$ cat src/rtl/rvfi_progress_monitor.sv
// Liveness monitor for the minrv32 benches: requires NRET retirements of exp_insn
// within TIMEOUT cycles of reset release, and tracks memory-side stall fairness.
module rvfi_progress_monitor #(
  parameter int unsigned TIMEOUT    = 21,
  parameter int unsigned NRET       = 1,
  parameter int unsigned MAX_STALL  = 1,
  parameter bit          COMPRESSED = 1'b1,
  parameter int unsigned CNT_W      = 8
) (
  input  logic             clk,
  input  logic             resetn,
  input  logic             mem_valid,
  input  logic             mem_ready,
  input  logic             rvfi_valid,
  input  logic [31:0]      rvfi_insn,
  input  logic [31:0]      exp_insn,
  output logic             busy,
  output logic             done,
  output logic             fail,
  output logic             fair_ok,
  output logic             mismatch,
  output logic [7:0]       match_count,
  output logic [CNT_W-1:0] cycle_count
);

  typedef enum logic [1:0] {
    ST_IDLE,
    ST_RUN,
    ST_DONE,
    ST_FAIL
  } state_t;

  localparam logic [CNT_W-1:0] CNT_ONE     = CNT_W'(1);
  localparam logic [CNT_W-1:0] TIMEOUT_C   = CNT_W'(TIMEOUT);
  localparam logic [7:0]       NRET_C      = 8'(NRET);
  localparam logic [CNT_W:0]   MAX_STALL_C = (CNT_W+1)'(MAX_STALL);

  state_t           state_q, state_d;
  logic             insn_eq;
  logic             hit;
  logic             stalled;
  logic [CNT_W-1:0] cycle_d;
  logic [7:0]       match_d;
  logic             mismatch_d;
  logic [CNT_W-1:0] stall_cnt, stall_d;
  logic [CNT_W:0]   stall_inc;
  logic             fair_d;

  // A compressed expected word only constrains the low halfword of the retired word.
  always_comb begin
    insn_eq = (rvfi_insn == exp_insn);
    if (COMPRESSED && (exp_insn[1:0] != 2'b11)) begin
      insn_eq = (rvfi_insn[15:0] == exp_insn[15:0]);
    end
  end

  assign hit = rvfi_valid && insn_eq;

  always_comb begin
    state_d    = state_q;
    cycle_d    = cycle_count;
    match_d    = match_count;
    mismatch_d = mismatch;
    unique case (state_q)
      ST_IDLE: state_d = ST_RUN;
      ST_RUN: begin
        if (cycle_count != TIMEOUT_C) cycle_d = cycle_count + CNT_ONE;
        if (rvfi_valid && !insn_eq) mismatch_d = 1'b1;
        if (hit && (match_count != NRET_C)) match_d = match_count + 8'd1;
        // The final retirement takes priority over a coincident timeout.
        if (hit && ((match_count + 8'd1) == NRET_C)) begin
          state_d = ST_DONE;
        end else if ((cycle_count + CNT_ONE) == TIMEOUT_C) begin
          state_d = ST_FAIL;
        end
      end
      default: state_d = state_q;
    endcase
  end

  always_comb begin
    stalled   = mem_valid && !mem_ready;
    stall_inc = {1'b0, stall_cnt} + {{CNT_W{1'b0}}, 1'b1};
    stall_d   = '0;
    fair_d    = fair_ok;
    if (stalled) begin
      stall_d = (stall_cnt == '1) ? stall_cnt : stall_inc[CNT_W-1:0];
      if (stall_inc > MAX_STALL_C) fair_d = 1'b0;
    end
  end

  always_ff @(posedge clk or negedge resetn) begin
    if (!resetn) begin
      state_q     <= ST_IDLE;
      cycle_count <= '0;
      match_count <= '0;
      mismatch    <= 1'b0;
      stall_cnt   <= '0;
      fair_ok     <= 1'b1;
    end else begin
      state_q     <= state_d;
      cycle_count <= cycle_d;
      match_count <= match_d;
      mismatch    <= mismatch_d;
      stall_cnt   <= stall_d;
      fair_ok     <= fair_d;
    end
  end

  assign busy = (state_q == ST_RUN);
  assign done = (state_q == ST_DONE);
  assign fail = (state_q == ST_FAIL);

endmodule
$ cat config.mk
export PLATFORM = sky130hd
export DESIGN_NAME = rvfi_progress_monitor
export DESIGN_NICKNAME = d
export VERILOG_FILES = /design/src/rtl/rvfi_progress_monitor.sv
export SDC_FILE = /design/constraint.sdc
export NUM_CORES = 1
export LEC_CHECK = 0
export CORE_MARGIN = 2
export CORE_UTILIZATION = 42
export DETAILED_ROUTE_END_ITERATION = 10
export PLACE_DENSITY = 0.8
export SKIP_CTS_REPAIR_TIMING = 1
export SYNTH_ARGS = -nofsm -noshare
export SYNTH_HDL_FRONTEND = slang
export SYNTH_SLANG_ARGS = --single-unit
$ cat constraint.sdc
create_clock -name clk -period 1.75 [get_ports clk]
set_input_delay 0.35 -clock clk [delete_from_list [all_inputs] [get_ports clk]]
set_output_delay 0.35 -clock clk [all_outputs]
set_load 0.05 [all_outputs]
# Word level (Yosys, flattened, before mapping)
# Cells that the tools add are included.
[op_classes] add_sub_neg=3 n_eq_ne=13 n_lt_le_gt_ge=1 n_reduce_logical=14 n_mux=6
[op_table] cell="32-bit equality test" count=1
[op_table] cell="8-bit by 1-bit adder with 8-bit output (second input constant)" count=2
[op_table] cell="16-bit equality test" count=1
[op_table] cell="8-bit 2-to-1 mux" count=2
[op_table] cell="2-bit AND reduction" count=5
[op_table] cell="8-bit by 1-bit adder with 9-bit output (second input constant)" count=1
[op_table] cell="9-bit by 1-bit greater-than comparator with 1-bit output (second input constant)" count=1
[op_table] cell="8-bit by 1-bit equality test with 1-bit output (second input constant)" count=1
[op_table] cell="8-bit by 5-bit equality test with 1-bit output (second input constant)" count=1
[op_table] cell="8-bit equality test (second input constant)" count=1
[op_table] cell="8-bit by 1-bit != test with 1-bit output (second input constant)" count=1
[op_table] cell="8-bit by 5-bit != test with 1-bit output (second input constant)" count=1
[op_table] cell="1-bit logical AND" count=5
[op_table] cell="2-bit equality test (second input constant)" count=2
[op_table] cell="2-bit 2-to-1 mux" count=2
[op_table] cell="2-bit != test (second input constant)" count=2
[op_table] cell="2-bit one-hot mux with 2 select lines" count=1
[op_table] cell="3-bit by 1-bit != test with 1-bit output (second input constant)" count=1
[op_table] cell="2-bit by 1-bit equality test with 1-bit output (second input constant)" count=1
[op_table] cell="1-bit zero test" count=2
[op_table] cell="2-bit zero test" count=1
[op_table] cell="2-bit nonzero test" count=1
[op_table] cell="1-bit 2-to-1 mux" count=1
[word_totals] regBits=28 input_bits=69 output_inout_bits=21 word_cells=43

# Longest topological paths before layout
# Gate-level depths: netlist of the first run.
[logic_depth] depth_word=6 ltp_mapped=7 ltp_nobuf=7

# Least setup slack after synthesis of the first run
# No wires, ideal clock.
[synth_timing] path_kind="flip-flop to flip-flop" startpoint="register match_count[0]" endpoint="register state_q[0]" path_stages_with_launch=7 t_arrival_ns=1.839 synth_period_minus_slack_ns=2.000 setup_slack_ns=-0.250 required_ns=1.589 path_buffers=0 cell_sequence="dfrtp_1 > ha_1 > and2_1 > o2111ai_1 > a222oi_1 > o2111a_1 > nor2_1"
[synth_between] elab_chain_cells=5 word_cells_on_any_way=7 cone_classes="add/sub (1); eq/ne (2); mux (2); reduce/logical (2)"
[synth_lines] element="start: declaration" line_no="22" rtl="output logic [7:0] match_count,"
[synth_lines] element="start signal: assignment" line_no="103" rtl="match_count <= match_d;"
[synth_lines] element="8-bit by 1-bit adder with 8-bit output *" line_no="71" rtl="if (hit && ((match_count + 8'd1) == NRET_C)) begin"
[synth_lines] element="8-bit by 1-bit equality test with 1-bit output *" line_no="71"
[synth_lines] element="1-bit logical AND *" line_no="71"
[synth_lines] element="2-bit 2-to-1 mux or 3-bit by 1-bit != test with 1-bit output (tied branches)"
[synth_lines] element="2-bit one-hot mux with 2 select lines or 2-bit AND reduction (tied branches)"
[synth_lines] element="end signal: assignment" line_no="101" rtl="state_q <= state_d;"
[synth_lines] element="end: declaration" line_no="38" rtl="state_t state_q, state_d;"
# Every way passes the cells marked *; elsewhere a longest branch is shown, timed or not.
# A chain may end at the register's enable or synchronous reset.

# Worst setup path after layout of the first run
[layout_timing] startpoint="input rvfi_insn[3]" endpoint="register match_count[1]"
[layout_between] elab_chain_cells=5 word_cells_on_any_way=6 cone_classes="eq/ne (2); mux (1); reduce/logical (3)"
[layout_lines] element="start: declaration" line_no="15" rtl="input logic [31:0] rvfi_insn,"
[layout_lines] element="32-bit equality test or 16-bit equality test (tied branches)" line_no="51, 53"
[layout_lines] element="1-bit 2-to-1 mux *" line_no="52" rtl="if (COMPRESSED && (exp_insn[1:0] != 2'b11)) begin"
[layout_lines] element="1-bit logical AND *" line_no="57" rtl="assign hit = rvfi_valid && insn_eq;"
[layout_lines] element="1-bit logical AND *" line_no="69" rtl="if (hit && (match_count != NRET_C)) match_d = match_count + 8'd1;"
[layout_lines] element="2-bit AND reduction (no source line) *"
# Marks and branches as above.

==> results of run 1 <==
## metrics by stage
step           instances  worst slack, ns  util, %
2_1_floorplan        210           0.0113        -
3_3_place_gp         357           -0.404     66.8
3_5_place_dp         357           -0.441     66.8
4_1_cts              361           -0.141     67.9
5_1_grt              368          -0.0818     73.0
6_report             368          -0.0166     73.0
## sequential cells by signal, indices dropped and copies added, names as in the netlist
| signal | flops |
|---|---|
| match_count | 8 |
| state_q | 2 |
| fair_ok | 1 |
| mismatch | 1 |
| stall_cnt | 8 |
| cycle_count | 8 |
## cell type report
| type | instances | area share [%] |
|---|---|---|
| Multi-Input combinational cell | 169 | 39.3 |
| Clock buffer | 4 | 1.61 |
| Sequential cell | 28 | 20.7 |
| Inverter | 8 | 0.877 |
| Timing Repair Buffer | 105 | 35.5 |
| Tap cell | 54 | 1.97 |
## worst max-delay path, cell delays in order
cell	delay, ns
clkdlybuf4s50_1	0.47
xnor2_1	0.12
nand4_1	0.17
nor4_4	0.24
buf_6	0.18
o211ai_4	0.09
mux2_4	0.31
## placed cells by master (no fill, tap or decap), types with 2 or more instances in the layout
cell,instances
and4_1,2
dlymetal6s2s_1,54
nor2b_1,3
nor2_1,12
dfrtp_2,6
buf_12,9
nor4_4,2
buf_4,22
o2111ai_2,2
inv_1,7
nand4_1,11
and2_1,4
mux2i_1,2
xor2_1,4
buf_6,4
nand2b_1,3
nand4b_1,2
xnor2_1,48
dfrtp_1,21
and3_1,10
nand3_1,6
o21ai_0,2
a21oi_1,6
nor3_1,5
o21ai_1,2
a31oi_1,2
clkbuf_8,4
nand2_1,8
clkdlybuf4s50_1,14
ha_1,7
and3_4,2
o2111ai_1,5
buf_2,2
## final timing paths
check	slack, ns	start	to	depth (start not counted)
setup / recovery	-0.02	rvfi_insn[3]	match_count[1]	7
hold / removal	0.44	resetn	cycle_count[1]	2
setup reg to reg	0.02	match_count[1]	state_q[1]	5
hold reg to reg	0.49	mismatch	mismatch	1
max in group asynchronous	1.00	resetn	fair_ok	2
min in group clk	0.49	mismatch	mismatch	1
## kinds of logic after synthesis
kind of cell | Yosys count | share of synthesized area [%]
XOR/XNOR | 53 | 23.1
AND/OR/NAND/NOR | 75 | 21.9
AO/OA/AOI/OAI | 30 | 11.6
adder cells (fa/ha/maj) | 8 | 4.90
flip-flops | 28 | 34.4
buffers and inverters | 13 | 2.45
multiplexers | 3 | 1.72
## routing by layer
metal | share of wire (%) | vias up
met5 | 0 | -
met4 | 1.4 | 0
met3 | 3.5 | 7
met2 | 56 | 49
met1 | 39 | 967
li1 | - | 960
## power groups by stage
stage / Sequential (µW) / Combinational, µW / Clock (µW)
after global routing: 652 / 294 / 444
after global placement: 664 / 282 / 0
after floorplan: 664 / 93.5 / 0
after CTS: 652 / 290 / 420
after detailed placement: 664 / 289 / 0
final: 652 / 272 / 404
==> results.yml, run 1 <==
clock_network:
  clkTransAtPathRegs_ns: 0.09
  clockRootBuffer: "clkbuf_8"
  clock-sinks: 28
  clkLatencyLatePin_ns: 0.28
  cts_buffer_depth: 2
  htreeDepth: 1
  numCtsBuffers: 3
  tritoncts: "done"
status:
  violations: "setup timing"
  status: "finished, violations left"
grt:
  grt_usage_pct: 19.3
  grt_max_degree: 29
  gr-usage-met3_pct: 3.98
  globalRouteOverflowTotal: 0
  grt_pass1_wl_mm: 8.25
  grt_pass1_vias: 1867
  use_met1_pct: 23.3
  grt_use_met2_pct: 33.8
  antenna_found_initial: 0
  grt_most_used_layer: "met2"
die:
  rows: 25
  die-area_um2: 5440
  die_x_um: 73.7
  coreArea_um2: 4690
  chipHeight_um: 73.7
  initial_core_util_pct: 43.5
  io_pins: 90
synthesis:
  synth_cell_types: 41
  netlist_area_um2: 2040
  netlist_top_cells_count: "xnor2_1 (48), dfrtp_1 (27), and3_1 (12), nor2_1 (12), nand4_1 (11)"
  synth_seq_area_share_pct: 34.4
  synth_seq_cells: 28
  yosys.area.top_type_share_pct: 33.1
  yosys.area.top_type: "dfrtp_1"
  yosys_most_used_dff: "dfrtp_1"
  synthArstFlopShare_pct: 100
  syn_nets: 287
  synth_most_common_cell: "xnor2_1"
  synth_area_leaders: "dfrtp_1 (33%), xnor2_1 (21%), ha_1 (4.9%)"
  yosysWarnings: 0
  netlist_instances: 210
  avgSynthCellArea_um2: 9.72
  synth-edff-count: 0
setup_path:
  crit_type: "input pin to flop"
  end_kind: "flop"
  start_kind: "input pin"
  arrival_ns: 1.94
  critPathMaxFanout: 5
  required_ns: 1.92
layout:
  regArea_um2: 709
  multi_input_area_um2: 1350
  design_area_um2: 3420
  num_antenna_cells: 0
  syn2layout_area_growth_pct: 67.7
  fin_nets: 392
  n_fill_cell: 347
  drive_gt1_share_pct: 21.0
timing:
  max_slew_margin_pct: 68.2
  min_period_ns: 1.77
  tightest_slew_ns: 0.472
  hold_viol_final: 0
  whs_ns: 0.443
  grt_setup_unrepaired: "yes"
  setup_viol: 1
  setup_tns_ns: -0.0166
  fmax_mhz: 566
  skew_ns: 0.00313
  final.setup.worst_slack_ns: -0.0166
  min_period_over_period_pct: 101
  slew_violations: 0
placed_design:
  routabilityCongestion: 0.787
  portBuffers: 89
  placed_cell_area_um2: 3130
  place.detailed.hpwl_mm: 4.17
worst_hold_path:
  hold_path_class: "input pin to async pin"
routing:
  ant_nets: 0
  firstDrtPassIters: 4
  routed_wl_mm: 5.66
  vias: 1983
  routedWlPerCell_um: 15.4
  viasPerCell: 5.39
  drcViolationCount: 0
  drtIter0Drc: 99
pwr:
  max-vdd-ir-drop_uv: 366
  clkPwrFrac_pct: 30.5
  seq_power_share_pct: 49.1
  total_leakage_power_uw: 0.00183
  power.total_uw: 1330
  power_density_nw_per_um2: 388
  power_frac_comb_pct: 20.5
  swShare_pct: 22.7
  internal_power_uw: 1030
  p_switching_uw: 301
job:
  drv_cap: 0
Power figures use the tool's default switching activity.
==> run 2: changes to the inputs <==
--- a/config.mk
+++ b/config.mk
@@ -5,10 +5,12 @@
 export SDC_FILE = /design/constraint.sdc
 export NUM_CORES = 1
 export LEC_CHECK = 0
+export ABC_AREA = 1
 export CORE_MARGIN = 2
-export CORE_UTILIZATION = 42
+export CORE_UTILIZATION = 60
 export DETAILED_ROUTE_END_ITERATION = 10
-export PLACE_DENSITY = 0.8
+export DONT_BUFFER_PORTS = 1
+export PLACE_DENSITY = 0.76
 export SKIP_CTS_REPAIR_TIMING = 1
 export SYNTH_ARGS = -nofsm -noshare
 export SYNTH_HDL_FRONTEND = slang
==> run 2 against run 1 <==
Against the previous run: the flow now finishes without violations; via count increased by 7.6%; register-to-register slack improved by 0.12 ns; sequential power about the same; first-iteration DRC count decreased by 13%; global-route usage increased by 2.6 points; largest power group unchanged; area after synthesis increased by 15%; count of clock-buffer cells in the layout unchanged; routed wire length decreased by 20%.
==> results.yml, run 2 <==
layout:
  drive_gt1_share_pct: 11.5
  instances_no_fill: 429
  num_antenna_cells: 0
  fin_nets: 459
  mostFrequentLayoutCells: "nand2_1 (105), inv_1 (75), nor2_1 (43)"
  biggestRegsByFlops: "cycle_count x8, match_count x8, stall_cnt x8"
  syn2layout_area_growth_pct: 10.0
  layout_commonest_cell: "nand2_1"
setup_path:
  cp_slowest_cell: "dfrtp_2"
  cp_common_cell: "nand2_1"
  end_kind: "flop"
  cp_cell_sequence: "ha_1, nand2_1, inv_2, nand2_2, nor2_2, xor2_1, nor2_1, nand3_1, inv_1, nand2_1, nand2_1"
  crit_path_max_incr_delay_ns: 0.42
  crit_type: "flop to flop"
  start_kind: "flop"
  critPathMaxFanout: 5
  arrival_ns: 1.78
  critical_path_buf_inv_count: 2
  required_ns: 1.92
  critPathTopFamily: "simple AND/OR/NAND/NOR gates"
grt:
  antenna_found_initial: 0
  grt_pass1_wl_mm: 7.76
  globalRouteOverflowTotal: 0
  grt_pass1_vias: 1946
  grt_max_degree: 29
  grt_usage_pct: 21.9
timing:
  min_period_ns: 1.61
  hold_viol_final: 0
  skew_ns: 0.00303
  whs_ns: 0.316
  min_period_over_period_pct: 91.9
  tightest_slew_ns: 0.513
  setup_viol: 0
  slew_violations: 0
  setup_tns_ns: 0
  grt_setup_unrepaired: "no"
  fmax_mhz: 622
  max_slew_margin_pct: 65.8
synthesis:
  yosys.area.top_type: "dfrtp_1"
  yosys_most_used_dff: "dfrtp_1"
  synth_seq_cells: 28
  synthArstFlopShare_pct: 100
  yosysWarnings: 0
  syn_nets: 437
  netlist_instances: 360
  avgSynthCellArea_um2: 6.52
  netlist_top_cells_count: "nand2_1 (105), inv_1 (75), nor2_1 (43)"
  synth_area_leaders: "dfrtp_1 (29%), nand2_1 (17%), inv_1 (12%)"
  synth_seq_area_share_pct: 29.9
  yosys.area.top_type_share_pct: 28.8
  synth_cell_types: 25
  synth-edff-count: 0
  netlist_area_um2: 2350
  synth_most_common_cell: "nand2_1"
pwr:
  total_leakage_power_uw: 0.00146
  max-vdd-ir-drop_uv: 286
  power_density_nw_per_um2: 447
clock_network:
  clock-sinks: 28
  tritoncts: "done"
  clkLatencyLatePin_ns: 0.27
  cts_buffer_depth: 2
  numCtsBuffers: 3
  clkTransAtPathRegs_ns: 0.10
  htreeDepth: 1
  clockRootBuffer: "clkbuf_8"
routing:
  drtIter0Drc: 86
  drcViolationCount: 0
  ant_nets: 0
  routedWlPerCell_um: 10.6
  firstDrtPassIters: 4
  vias: 2133
  viasPerCell: 4.97
  routed_wl_mm: 4.55
die:
  rows: 22
  coreArea_um2: 3720
  die_x_um: 66.5
  initial_core_util_pct: 63.1
  io_pins: 90
  chipHeight_um: 66.5
  die-area_um2: 4430
worst_hold_path:
  hold_path_class: "input pin to flop"
placed_design:
  routabilityCongestion: 0.826
  place.detailed.hpwl_mm: 3.65
  portBuffers: 0
  dpl.cell_count: 423
status:
  status: "completed"
job:
  drv_cap: 0
run 2: tightest hold or removal path, cell delays in order:
cell	delay, ns
nor2_1	0.07
nand2_1	0.09
nand2_1	0.05
run 2: worst paths after layout:
kind,from,endpoint,slack [ns],cells past startpoint
max,match_count[0],state_q[1],0.14,11
min,mem_ready,stall_cnt[5],0.32,3
max reg2reg,match_count[0],state_q[1],0.14,11
min reg2reg,cycle_count[7],cycle_count[7],0.56,2
max in group asynchronous,resetn,fair_ok,1.01,2
min in group asynchronous,resetn,cycle_count[1],0.50,2
run 2: cell families after synthesis:
logic type | after synthesis | share of synthesized area (%)
simple gates | 190 | 34.7
buf+inv | 85 | 14.9
xor+xnor | 29 | 10.8
flops | 28 | 29.9
compound gates | 20 | 5.33
fa+ha+maj | 8 | 4.27
run 2: routing by layer:
metal / vias up / track usage (%) / part of all wire, %
met4: 0 / 8.42 / 2.4
met5: - / 0 / 0
met2: 78 / 39.6 / 50
li1: 1117 / - / -
met1: 928 / 26.3 / 42
met3: 10 / 2.53 / 6.1
run 2: where the power goes:
part	switching (µW)	leakage (µW)	internal, µW
logic	69.6	0.00110	65.0
clock network	205	0.0000228	163
registers	1.82	0.000338	649
total	276	0.00146	877
run 2: per-stage QoR:
stage / instance area (µm²) / total power (µW) / worst slack (ns) / utilization (%)
after global routing: 2580 / 1210 / 0.0137 / 69.5
after floorplan: 2350 / 770 / 0.0933 / -
final: 2580 / 1150 / 0.142 / 69.5
after global placement: 2510 / 777 / 0.228 / 67.4
after detailed placement: 2510 / 780 / 0.203 / 67.4
after CTS: 2550 / 1140 / 0.152 / 68.7
run 2: cell type report:
class                           instances  area (µm²)
Fill cell                             336        1130
Timing Repair Buffer                   21         173
Multi-Input combinational cell        247        1290
Clock buffer                            4        45.0
Inverter                               81         305
Sequential cell                        28         704
Tap cell                               48        60.1
==> run 3: changes to the inputs <==
--- a/config.mk
+++ b/config.mk
@@ -11,6 +11,7 @@
 export DETAILED_ROUTE_END_ITERATION = 10
 export DONT_BUFFER_PORTS = 1
 export PLACE_DENSITY = 0.76
+export REMOVE_ABC_BUFFERS = 1
 export SKIP_CTS_REPAIR_TIMING = 1
 export SYNTH_ARGS = -nofsm -noshare
 export SYNTH_HDL_FRONTEND = slang
==> run 3 against run 2 <==
Against the previous run: via count down 2.5%; sequential power about the same; final cell count up 0.93%; core utilization up 1.4 points; routed wire length down 0.15%; clock power up 39%; critical path type unchanged; highest routed layer unchanged.
==> results.yml, run 3 (synthesis results as in run 2) <==
status:
  status: "completed"
die:
  initial_core_util_pct: 63.1
  die-area_um2: 4430
  chipHeight_um: 66.5
  coreArea_um2: 3720
  die_x_um: 66.5
  rows: 22
  io_pins: 90
pwr:
  power_frac_comb_pct: 10.6
  clkPwrFrac_pct: 39.3
  max-vdd-ir-drop_uv: 419
  swShare_pct: 21.3
  total_leakage_power_uw: 0.00149
  internal_power_uw: 1020
  power_density_nw_per_um2: 492
  seq_power_share_pct: 50.1
  p_switching_uw: 277
setup_path:
  crit_end: "match_count[7]"
  end_kind: "flop"
  startpoint: "match_count[1]"
  r2r_end: "match_count[7]"
  timing.reg2reg.setup_slack_ns: 0.18
  required_ns: 1.92
  rr_worst_depth: 9
  critPathMaxFanout: 5
  arrival_ns: 1.75
  crit_type: "flop to flop"
  start_kind: "flop"
  reg2reg_from: "match_count[1]"
timing:
  fmax_mhz: 635
  tightest_slew_ns: 0.484
  whs_ns: 0.297
  max_slew_margin_pct: 67.7
  hold_viol_final: 0
  setup_viol: 0
  skew_ns: 0.00953
  setup_tns_ns: 0
  min_period_over_period_pct: 90.0
  grt_setup_unrepaired: "no"
  min_period_ns: 1.57
  slew_violations: 0
layout:
  layout_commonest_cell: "nand2_1"
  drive_gt1_share_pct: 12.2
  mostFrequentLayoutCells: "nand2_1 (105), inv_1 (75), nor2_1 (43)"
  biggestRegsByFlops: "cycle_count x8, match_count x8, stall_cnt x8"
  fin_nets: 463
  instances_no_fill: 433
  fin_util_pct: 70.9
  num_antenna_cells: 0
  syn2layout_area_growth_pct: 12.3
worst_hold_path:
  hold_path_class: "input pin to flop"
grt:
  grt_pass1_vias: 1985
  globalRouteOverflowTotal: 0
  grt_max_degree: 29
  antenna_found_initial: 0
  grt_pass1_wl_mm: 7.78
  grt_usage_pct: 22.3
placed_design:
  routabilityCongestion: 0.909
  place.detailed.hpwl_mm: 3.61
  dpl.cell_count: 423
  portBuffers: 0
clock_network:
  clkTransAtPathRegs_ns: 0.10
  clkLatencyLatePin_ns: 0.28
  numCtsBuffers: 3
  clock-sinks: 28
  clockRootBuffer: "clkbuf_8"
  tritoncts: "done"
  cts_buffer_depth: 2
  htreeDepth: 1
routing:
  viasPerCell: 4.80
  drtIter0Drc: 64
  routed_wl_mm: 4.55
  drcViolationCount: 0
  firstDrtPassIters: 4
  ant_nets: 0
  routedWlPerCell_um: 10.5
  vias: 2079
job:
  drv_cap: 0
==> run 3: worst max-delay path: stages, from the launching register on <==
cell and delay, ns:
dfrtp_1 0.40, inv_1 0.09, ha_1 0.20, nand3_1 0.10, nor3_2 0.06, a21oi_4 0.21, buf_4 0.15, nand4_1 0.12
nand2_1 0.11, inv_1 0.04
==> run 3: per-layer routing <==
layer  vias up  global-route usage, %  wire length [µm]
li1       1128                      -                 -
met1       881                   27.3              1980
met2        66                   40.9              2220
met3         4                   3.04               311
met4         0                   5.87                34
met5         -                      0                 0
==> run 3: layout make-up <==
cell class,instances,area [µm²]
Clock buffer,3,41.3
Clock inverter,1,30.0
Fill cell,323,1080
Inverter,81,305
Multi-Input combinational cell,247,1290
Sequential cell,28,702
Tap cell,48,60.1
Timing Repair Buffer,25,203
==> run 3: power by group through the flow <==
| stage | sequential, µW | clock, µW | combinational, µW |
|---|---|---|---|
| 2_1_floorplan | 663 | 0 | 104 |
| 3_3_place_gp | 663 | 0 | 113 |
| 3_5_place_dp | 663 | 0 | 118 |
| 4_1_cts | 651 | 522 | 119 |
| 5_1_grt | 651 | 534 | 167 |
| 6_report | 650 | 510 | 137 |
==> run 3: stage by stage <==
step                worst slack (ns)  cell area, µm²  total power [µW]
floorplan                    -0.0577            2300               767
global placement               0.134            2500               776
detailed placement             0.117            2500               781
CTS                            0.125            2570              1290
global route                  0.0226            2640              1350
finish                         0.175            2640              1300
==> run 3: worst min-delay path by stage <==
stage	from	slack (ns)	depth (start not counted)	to
floorplan	resetn	0.05	0	cycle_count[0]
global placement	resetn	0.06	0	stall_cnt[5]
detailed placement	resetn	0.06	0	stall_cnt[5]
CTS	resetn	-0.25	0	stall_cnt[5]
global route	mem_ready	0.32	3	stall_cnt[5]
finish	mem_ready	0.30	3	stall_cnt[5]
